`src/rtl/alu_seq_if.sv`:
```
// alu_seq_if: handshake and data bundle for the sequential ALU.
//   master modport: operand source / result consumer.
//     Drives in_valid, M, S, A, B, out_ready.
//     Observes in_ready, out_valid, result, carry, zero.
//   slave modport: the ALU itself, with the directions reversed.
interface alu_seq_if #(
    parameter int unsigned WIDTH = 8
) ();
    logic             in_valid;
    logic             in_ready;
    logic             M;
    logic [1:0]       S;
    logic [WIDTH-1:0] A;
    logic [WIDTH-1:0] B;
    logic             out_valid;
    logic             out_ready;
    logic [WIDTH-1:0] result;
    logic             carry;
    logic             zero;

    modport master (
        output in_valid, M, S, A, B, out_ready,
        input  in_ready, out_valid, result, carry, zero
    );

    modport slave (
        input  in_valid, M, S, A, B, out_ready,
        output in_ready, out_valid, result, carry, zero
    );
endinterface

```
`src/rtl/alu_seq.sv`:
```
// alu_seq: WIDTH-bit handshaked ALU with registered result and flags.
//   clk   : rising-edge clock
//   rst_n : synchronous active-low reset
//   bus   : alu_seq_if slave modport
//     in_valid/in_ready   : request handshake; operands M, S, A, B are sampled on accept
//     out_valid/out_ready : result handshake; result, carry and zero are held while stalled
//
// Encoding:
//   M=0 : S selects AND, OR, XOR or NOT A. carry is 0.
//   M=1 : S selects ADD, SUB, INC or SHL.
//     SUB carry means no borrow.
//     SHL shifts A left by B[SHW-1:0], one bit per cycle.
module alu_seq #(
    parameter int unsigned WIDTH = 8
) (
    input logic      clk,
    input logic      rst_n,
    alu_seq_if.slave bus
);
    localparam int unsigned SHW = $clog2(WIDTH);

    localparam logic [1:0] IDLE = 2'd0;
    localparam logic [1:0] EXEC = 2'd1;
    localparam logic [1:0] DONE = 2'd2;

    logic [1:0]       state_q, state_d;
    logic [WIDTH-1:0] result_q, result_d;
    logic             carry_q, carry_d;
    logic             zero_q, zero_d;
    logic [SHW-1:0]   cnt_q, cnt_d;

    logic [SHW-1:0]   shamt;
    logic [WIDTH:0]   add_sum;
    logic [WIDTH-1:0] shl_next;
    logic [WIDTH-1:0] op_res;
    logic             op_carry;
    logic             shl_multi;

    assign shamt     = bus.B[SHW-1:0];
    assign add_sum   = {1'b0, bus.A} + {1'b0, bus.B};
    assign shl_next  = {result_q[WIDTH-2:0], 1'b0};
    assign shl_multi = ({bus.M, bus.S} == 3'b111) && (shamt != '0);

    // Single-cycle result. SHL here covers only the shamt == 0 case.
    always_comb begin
        op_res   = '0;
        op_carry = 1'b0;
        case ({bus.M, bus.S})
            3'b000: op_res = bus.A & bus.B;
            3'b001: op_res = bus.A | bus.B;
            3'b010: op_res = bus.A ^ bus.B;
            3'b011: op_res = ~bus.A;
            3'b100: begin
                op_res   = add_sum[WIDTH-1:0];
                op_carry = add_sum[WIDTH];
            end
            3'b101: begin
                op_res   = bus.A - bus.B;
                op_carry = (bus.A >= bus.B);
            end
            3'b110: begin
                op_res   = bus.A + WIDTH'(1);
                op_carry = &bus.A;
            end
            3'b111: op_res = bus.A;
            default: op_res = '0;
        endcase
    end

    always_comb begin
        state_d  = state_q;
        result_d = result_q;
        carry_d  = carry_q;
        zero_d   = zero_q;
        cnt_d    = cnt_q;
        case (state_q)
            IDLE: begin
                if (bus.in_valid) begin
                    if (shl_multi) begin
                        state_d  = EXEC;
                        result_d = bus.A;
                        carry_d  = 1'b0;
                        cnt_d    = shamt;
                    end else begin
                        state_d  = DONE;
                        result_d = op_res;
                        carry_d  = op_carry;
                        zero_d   = (op_res == '0);
                    end
                end
            end
            EXEC: begin
                result_d = shl_next;
                carry_d  = result_q[WIDTH-1];
                cnt_d    = cnt_q - SHW'(1);
                // The shift on which the counter reaches zero is the last one.
                if (cnt_q == SHW'(1)) begin
                    state_d = DONE;
                    zero_d  = (shl_next == '0);
                end
            end
            DONE: begin
                if (bus.out_ready) begin
                    state_d = IDLE;
                end
            end
            default: state_d = IDLE;
        endcase
    end

    always_ff @(posedge clk) begin
        if (!rst_n) begin
            state_q  <= IDLE;
            result_q <= '0;
            carry_q  <= 1'b0;
            zero_q   <= 1'b0;
            cnt_q    <= '0;
        end else begin
            state_q  <= state_d;
            result_q <= result_d;
            carry_q  <= carry_d;
            zero_q   <= zero_d;
            cnt_q    <= cnt_d;
        end
    end

    assign bus.in_ready  = (state_q == IDLE);
    assign bus.out_valid = (state_q == DONE);
    assign bus.result    = result_q;
    assign bus.carry     = carry_q;
    assign bus.zero      = zero_q;
endmodule

```
`src/flat_wrapper.sv`:
```
// flat-port wrapper written by rule: the top's interface ports become plain ports
module alu_seq_flat 
#(
    parameter int unsigned WIDTH = 8
)
  (clk, rst_n, bus_in_valid, bus_M, bus_S, bus_A, bus_B, bus_out_ready, bus_in_ready, bus_out_valid, bus_result, bus_carry, bus_zero);
  alu_seq_if #(.WIDTH(WIDTH)) bus_i ();
  input logic clk;
  input logic rst_n;
  input wire logic [$bits(bus_i.in_valid)-1:0] bus_in_valid;
  input wire logic [$bits(bus_i.M)-1:0] bus_M;
  input wire logic [$bits(bus_i.S)-1:0] bus_S;
  input wire logic [$bits(bus_i.A)-1:0] bus_A;
  input wire logic [$bits(bus_i.B)-1:0] bus_B;
  input wire logic [$bits(bus_i.out_ready)-1:0] bus_out_ready;
  output wire logic [$bits(bus_i.in_ready)-1:0] bus_in_ready;
  output wire logic [$bits(bus_i.out_valid)-1:0] bus_out_valid;
  output wire logic [$bits(bus_i.result)-1:0] bus_result;
  output wire logic [$bits(bus_i.carry)-1:0] bus_carry;
  output wire logic [$bits(bus_i.zero)-1:0] bus_zero;
  assign bus_i.in_valid = bus_in_valid;
  assign bus_i.M = bus_M;
  assign bus_i.S = bus_S;
  assign bus_i.A = bus_A;
  assign bus_i.B = bus_B;
  assign bus_i.out_ready = bus_out_ready;
  assign bus_in_ready = bus_i.in_ready;
  assign bus_out_valid = bus_i.out_valid;
  assign bus_result = bus_i.result;
  assign bus_carry = bus_i.carry;
  assign bus_zero = bus_i.zero;
  alu_seq #(.WIDTH(WIDTH)) u_core (.clk(clk), .rst_n(rst_n), .bus(bus_i));
endmodule
```
`config.mk`:
```
export PLATFORM = sky130hd
export DESIGN_NAME = alu_seq_flat
export DESIGN_NICKNAME = d
export VERILOG_FILES = /design/src/rtl/alu_seq_if.sv /design/src/rtl/alu_seq.sv /design/src/flat_wrapper.sv
export SDC_FILE = /design/constraint.sdc
export NUM_CORES = 1
export LEC_CHECK = 0
export CORE_UTILIZATION = 55
export DETAILED_ROUTE_END_ITERATION = 8
export PLACE_DENSITY_LB_ADDON = 0.12
export SYNTH_ARGS = -nofsm -noshare
export SYNTH_HDL_FRONTEND = slang
export SYNTH_SLANG_ARGS = --single-unit
```
`constraint.sdc`:
```
create_clock -name clk -period 3.95 [get_ports clk]
set_clock_uncertainty 0.05 [all_clocks]
set_input_delay 0.9875 -clock clk [delete_from_list [all_inputs] [get_ports clk]]
set_output_delay 0.9875 -clock clk [all_outputs]
set_load 0.02 [all_outputs]
```
==> run metrics <==
number of pins with negative max-slew slack in the final report=0; most instantiated flip-flop cell in the synthesis netlist=dfxtp_1; Fmax achieved=0.266 GHz; Max IR drop VDD=0.103 mV; number of buffers created by CTS=3; WP data required=4.07 ns; setup repair after global routing missed its margin=false; total global routing track utilization=30.4%; ANT cells=0; initial cell density of the core=58.0%; core region area=4060 sq um; antenna violations before repair=0; die width=67.4 um; netlist area before placement=2350 sq um; number of nets with antenna violations after routing=0; fin area=2840 sq um; Post-Route Setup TNS=0 ns; Pwr Density=242 nW/um^2; actual slew at the worst max-slew pin=0.509 ns; hold-fix buffers at CTS=0; starting DRC count in detailed routing=209; WL final=6.46 mm; leak pwr=1.20 nW; run status=finished clean; Max Root-Sink Buffers=2; number of nets in the finished design=411; insertion delay of the later-clocked pin in the worst-skew pair=0.26 ns; FP Rows=23; Area growth syn-to-layout=20.6%; drt first pass iters=5; multiplexer fraction of the synthesized cell area=3.30%; cell count after synthesis=323; total die area=4540 sq um; count of instances resized after the clock tree is built=0; final-report setup violation count=0; I/O pin count=35; sequential-to-total area share from yosys stat=12.8%; Crit Path Max Fanout=3; Placed Area=2790 sq um; number of flops mapped to enable cells by yosys=0; type of element launching the critical path=primary input; number of non-filler instances in the completed layout=408; Post-CTS Repair Setup Buffers=0; flop and latch count out of synthesis=15; aggregate global routing overflow=0; largest family of logic cells by synthesized area=compound AO/OA/AOI/OAI gates; final hold violation count=0; normalized max-slew margin=65.9%; maximum number of pins on one net before global-route repair=37; compound-cell area share of the yosys netlist=34.3%; number of warnings printed during yosys synthesis=0; async set-reset flop share out of synthesis=0%; sum of internal, switching and leakage power=0.000687 W; data arrival time of the worst path=3.88 ns; wire length of the first global-routing pass=10.5 mm; Synth Area in Adders=16.1%; fin crit share=95.2%; synthesized net count=375; minimum clock period after layout=3.76 ns; height of the die=67.4 um; Post-route DRC=0; overall via count from detail_route=2,544; kind of end point of the critical path=flip-flop; # Max-Cap Violations=0; Hold Path Class=reg2reg; vias per std cell=6.24; CTS H-tree depth=1; number of port buffers=34; Worst Path Class, Setup=in2reg; share of layout cells above drive strength 1=8.94%; via count of the first global-routing pass=2,289; simple-gate portion of the synthesized area=20.0%; synth unique cells=63; routed length per placed instance=15.8 um; CTS tree=built; Final Wtd Congestion=0.946; root buffer cell=clkbuf_8; Post-Synth XOR/XNOR Area=4.10%; Placed Instances=404; average cell area after synthesis=7.28 sq um; CTS clk-pin slew, worst paths=0.07 ns; placed wire-length estimate=4.96 mm; Sinks on Clock Net=15
==> state kept, by name, summed over array words and instances (netlist names) <==
name               cells
u_core.bus.carry       1
u_core.bus.zero        1
u_core.bus.result      8
u_core.cnt_q           3
u_core.state_q         2
==> synth_stat cells, types with 2 or more instances <==
cell / instances / share of area [%]
a221oi_1: 3 / 1.1
buf_6: 3 / 1.4
and2_1: 2 / 0.53
dfxtp_1: 15 / 13
o311a_1: 3 / 1.3
nor2_1: 30 / 4.8
o31ai_1: 3 / 0.96
clkbuf_1: 8 / 1.3
fa_1: 2 / 1.7
nor3b_1: 2 / 0.64
a21o_1: 3 / 0.96
o21a_1: 5 / 1.6
or3_1: 2 / 0.53
mux2i_1: 4 / 1.7
buf_2: 8 / 1.7
a31o_2: 2 / 0.74
a311oi_1: 2 / 0.74
nor3_1: 9 / 1.9
xnor2_1: 11 / 4.1
nor4_1: 4 / 1.1
a31oi_1: 3 / 0.80
a21oi_1: 23 / 4.9
nand3b_1: 3 / 0.96
a211oi_1: 4 / 1.3
nand2b_1: 2 / 0.53
nor2b_1: 2 / 0.53
o21bai_1: 4 / 1.3
inv_1: 29 / 4.6
nand3_1: 8 / 1.7
a22oi_1: 3 / 0.96
ha_1: 27 / 14
o21ai_1: 2 / 0.43
o221ai_1: 5 / 1.9
a221o_1: 2 / 0.85
o211ai_1: 7 / 2.2
o31a_1: 2 / 0.74
buf_1: 2 / 0.32
o22ai_1: 7 / 1.9
o21ai_0: 21 / 4.5
nand2_1: 22 / 3.5
and3_1: 2 / 0.53
==> per-stage QoR <==
stage	utilization, %	setup slack [ns]	hold slack, ns
final	69.9	0.189	0.446
after global routing	69.9	0.0772	0.463
after CTS	69.9	0.194	0.446
after detailed placement	68.8	-0.0724	0.437
after global placement	68.8	0.0128	0.427
after floorplan	-	0.615	0.407
==> per-layer routing <==
| layer | track usage (%) | up-vias | routed length (um) |
|---|---|---|---|
| li1 | - | 1256 | - |
| met1 | 38.7 | 1166 | 2880 |
| met2 | 53.0 | 109 | 3070 |
| met3 | 3.21 | 13 | 398 |
| met4 | 9.84 | 0 | 108 |
| met5 | 0 | - | 0 |
==> final timing paths <==
path	startpoint	endpoint	slack [ns]	cells past startpoint
worst min-delay path	u_core.cnt_q[2]$_SDFFE_PN0P_	u_core.cnt_q[2]$_SDFFE_PN0P_	0.45	2
worst min register to register	u_core.cnt_q[2]$_SDFFE_PN0P_	u_core.cnt_q[2]$_SDFFE_PN0P_	0.45	2
worst max register to register	u_core.state_q[1]$_SDFFE_PN0P_	u_core.bus.zero$_SDFFE_PN0P_	1.47	7
worst max-delay path	bus_A[0]	u_core.bus.zero$_SDFFE_PN0P_	0.19	11
==> area by class of cell <==
cell class              instances  area, sq um
inverters                      30          113
repair buffers                 52          488
fillers                       373         1220
clock buffers                   3         41.3
multi-input cells             257         1830
flip-flops and latches         15          300
clock inverters                 1         5.00
well taps                      50         62.6
==> logic make-up (layout without fill, tap and decap cells) <==
kind of cell,after synthesis,after routing
xor+xnor,11,11
mux,6,6
compound gates,116,116
simple gates,95,95
flops,15,15
buf+inv,51,86
fa+ha+maj,29,29
==> power by group <==
part	switching [W]	total [W]	internal [W]
sequential	0.0000219	0.000191	0.000169
combinational	0.000197	0.000364	0.000167
clock	0.0000618	0.000132	0.0000702
total	0.000281	0.000687	0.000406
==> cell usage in the layout (no fill, tap or decap), drive strengths merged, types with 3 or more instances in the layout <==
| cell type | synthesis | layout |
|---|---|---|
| a211oi | 5 | 5 |
| a21o | 3 | 3 |
| a21oi | 24 | 24 |
| a221oi | 3 | 3 |
| a22oi | 3 | 3 |
| a31oi | 3 | 3 |
| buf | 13 | 18 |
| clkbuf | 8 | 3 |
| clkdlybuf4s50 | 0 | 34 |
| dfxtp | 15 | 15 |
| ha | 27 | 27 |
| inv | 30 | 30 |
| mux2i | 4 | 4 |
| nand2 | 22 | 22 |
| nand3 | 8 | 8 |
| nand3b | 3 | 3 |
| nor2 | 30 | 30 |
| nor3 | 9 | 9 |
| nor4 | 4 | 4 |
| o211ai | 7 | 7 |
| o21a | 5 | 5 |
| o21ai | 23 | 23 |
| o21bai | 4 | 4 |
| o221ai | 5 | 5 |
| o22ai | 7 | 7 |
| o311a | 3 | 3 |
| o31ai | 4 | 4 |
| or3 | 3 | 3 |
| xnor2 | 11 | 11 |
==> critical path, cell delays in order <==
cell	delay (ns)
clkdlybuf4s50_1	0.52
inv_1	0.07
ha_1	0.20
fa_1	0.40
o21bai_1	0.24
a21oi_2	0.09
xnor2_1	0.12
a211oi_1	0.23
o22ai_1	0.15
or4_4	0.55
o41ai_2	0.30
Power figures use the tool's default switching activity.
==> patch: new RTL, config.mk and constraints unchanged <==
`WIDTH` is set to 8 in 3 places; all go to 32.
--- a/src/rtl/alu_seq_if.sv
+++ b/src/rtl/alu_seq_if.sv
@@ -4,7 +4,7 @@
 //     Observes in_ready, out_valid, result, carry, zero.
 //   slave modport: the ALU itself, with the directions reversed.
 interface alu_seq_if #(
-    parameter int unsigned WIDTH = 8
+    parameter int unsigned WIDTH = 32
 ) ();
     logic             in_valid;
     logic             in_ready;
--- a/src/rtl/alu_seq.sv
+++ b/src/rtl/alu_seq.sv
@@ -11,7 +11,7 @@
 //     SUB carry means no borrow.
 //     SHL shifts A left by B[SHW-1:0], one bit per cycle.
 module alu_seq #(
-    parameter int unsigned WIDTH = 8
+    parameter int unsigned WIDTH = 32
 ) (
     input logic      clk,
     input logic      rst_n,
--- a/src/flat_wrapper.sv
+++ b/src/flat_wrapper.sv
@@ -1,7 +1,7 @@
 // flat-port wrapper written by rule: the top's interface ports become plain ports
 module alu_seq_flat 
 #(
-    parameter int unsigned WIDTH = 8
+    parameter int unsigned WIDTH = 32
 )
   (clk, rst_n, bus_in_valid, bus_M, bus_S, bus_A, bus_B, bus_out_ready, bus_in_ready, bus_out_valid, bus_result, bus_carry, bus_zero);
   alu_seq_if #(.WIDTH(WIDTH)) bus_i ();
Ports: changed (resized bus_A, bus_B and bus_result); port bits go from 35 to 107. No check against the original RTL was run, so the function may have changed too.
==> patch against the unedited design <==
- the flow now stops in 5_1_grt
- area after synthesis rose to 4.1 times the old value
==> patch: results (changes against the unedited design) <==
gpl congestion -> 1.124 (+19%)
number of warnings issued by yosys -> 0 (unchanged)
Total GRT Usage -> 0.8929
worst_ep grt -> u_core.bus.zero$_SDFFE_PN0P_/D
largest net degree at the start of global routing -> 42
Root Driver -> clkbuf_16
Primary FF master, synth -> dfxtp_1
#FFs+latches synth -> 41 (+26)
stop err -> [ERROR GRT-0232] Routing congestion too high. Check the congestion heatmap in the GUI.
Halt Stage -> 5_1_grt
Clock Path Buffers -> 2 (unchanged)
status -> did not finish
placed cell area -> 0.01412 sq mm (+410%)
Final HPWL DP -> 37280 microns (+650%)
Port Buffer Count -> 106 (+210%)
Post-synth ARST share -> 0 (unchanged)
synth cell count leaders -> 126 x a21oi_1, 125 x nor2_1, 107 x ha_1, 106 x o21ai_0, 103 x inv_1
H-tree depth -> 2 (+1)
Yosys cell types -> 106 (+68%)
Mapped Nets -> 1567 (+320%)
post-synthesis sequential area ratio -> 0.08534 (-0.04232)
overflow left after global routing -> 632
Worst EP kind -> register data pin
most area-consuming cells after synthesis -> ha_1 14%, dfxtp_1 8.5%, a21oi_1 6.6%
synthesized area -> 0.009618 sq mm (+310%)
CTS Buf Count -> 5 (+2)
## patch: metal layers
| metal | GRT usage | overflow |
|---|---|---|
| met1 | 0.8425 | 14 |
| met3 | 0.7218 | 12 |
| met2 | 1.094 | 434 |
| met5 | 0.3694 | 1 |
| met4 | 0.9944 | 171 |
## patch: logic make-up after synthesis
kind of cell | after synthesis | share of synthesized area
compound gates | 507 | 0.3594
simple gates | 462 | 0.2506
mux | 20 | 0.02133
fa+ha+maj | 109 | 0.1434
xor+xnor | 53 | 0.04826
flops | 41 | 0.08534
buf+inv | 195 | 0.09171
## patch: what timing repair did
| item | in CTS |
|---|---|
| cloned | 0 |
| resized for setup | 237 |
| setup buffers | 31 |
| setup endpoints to repair | 21 |
| pin swaps | 75 |
## patch: metrics by stage
stage | cells | worst slack, ns | utilization | TNS, ns
after floorplan | 1387 | 0.04341 | - | 0
after global placement | 2104 | -0.9904 | 0.8394 | -11.94
after detailed placement | 2104 | -1.079 | 0.8394 | -13.95
after CTS | 2142 | -0.09018 | 0.9117 | -0.09018
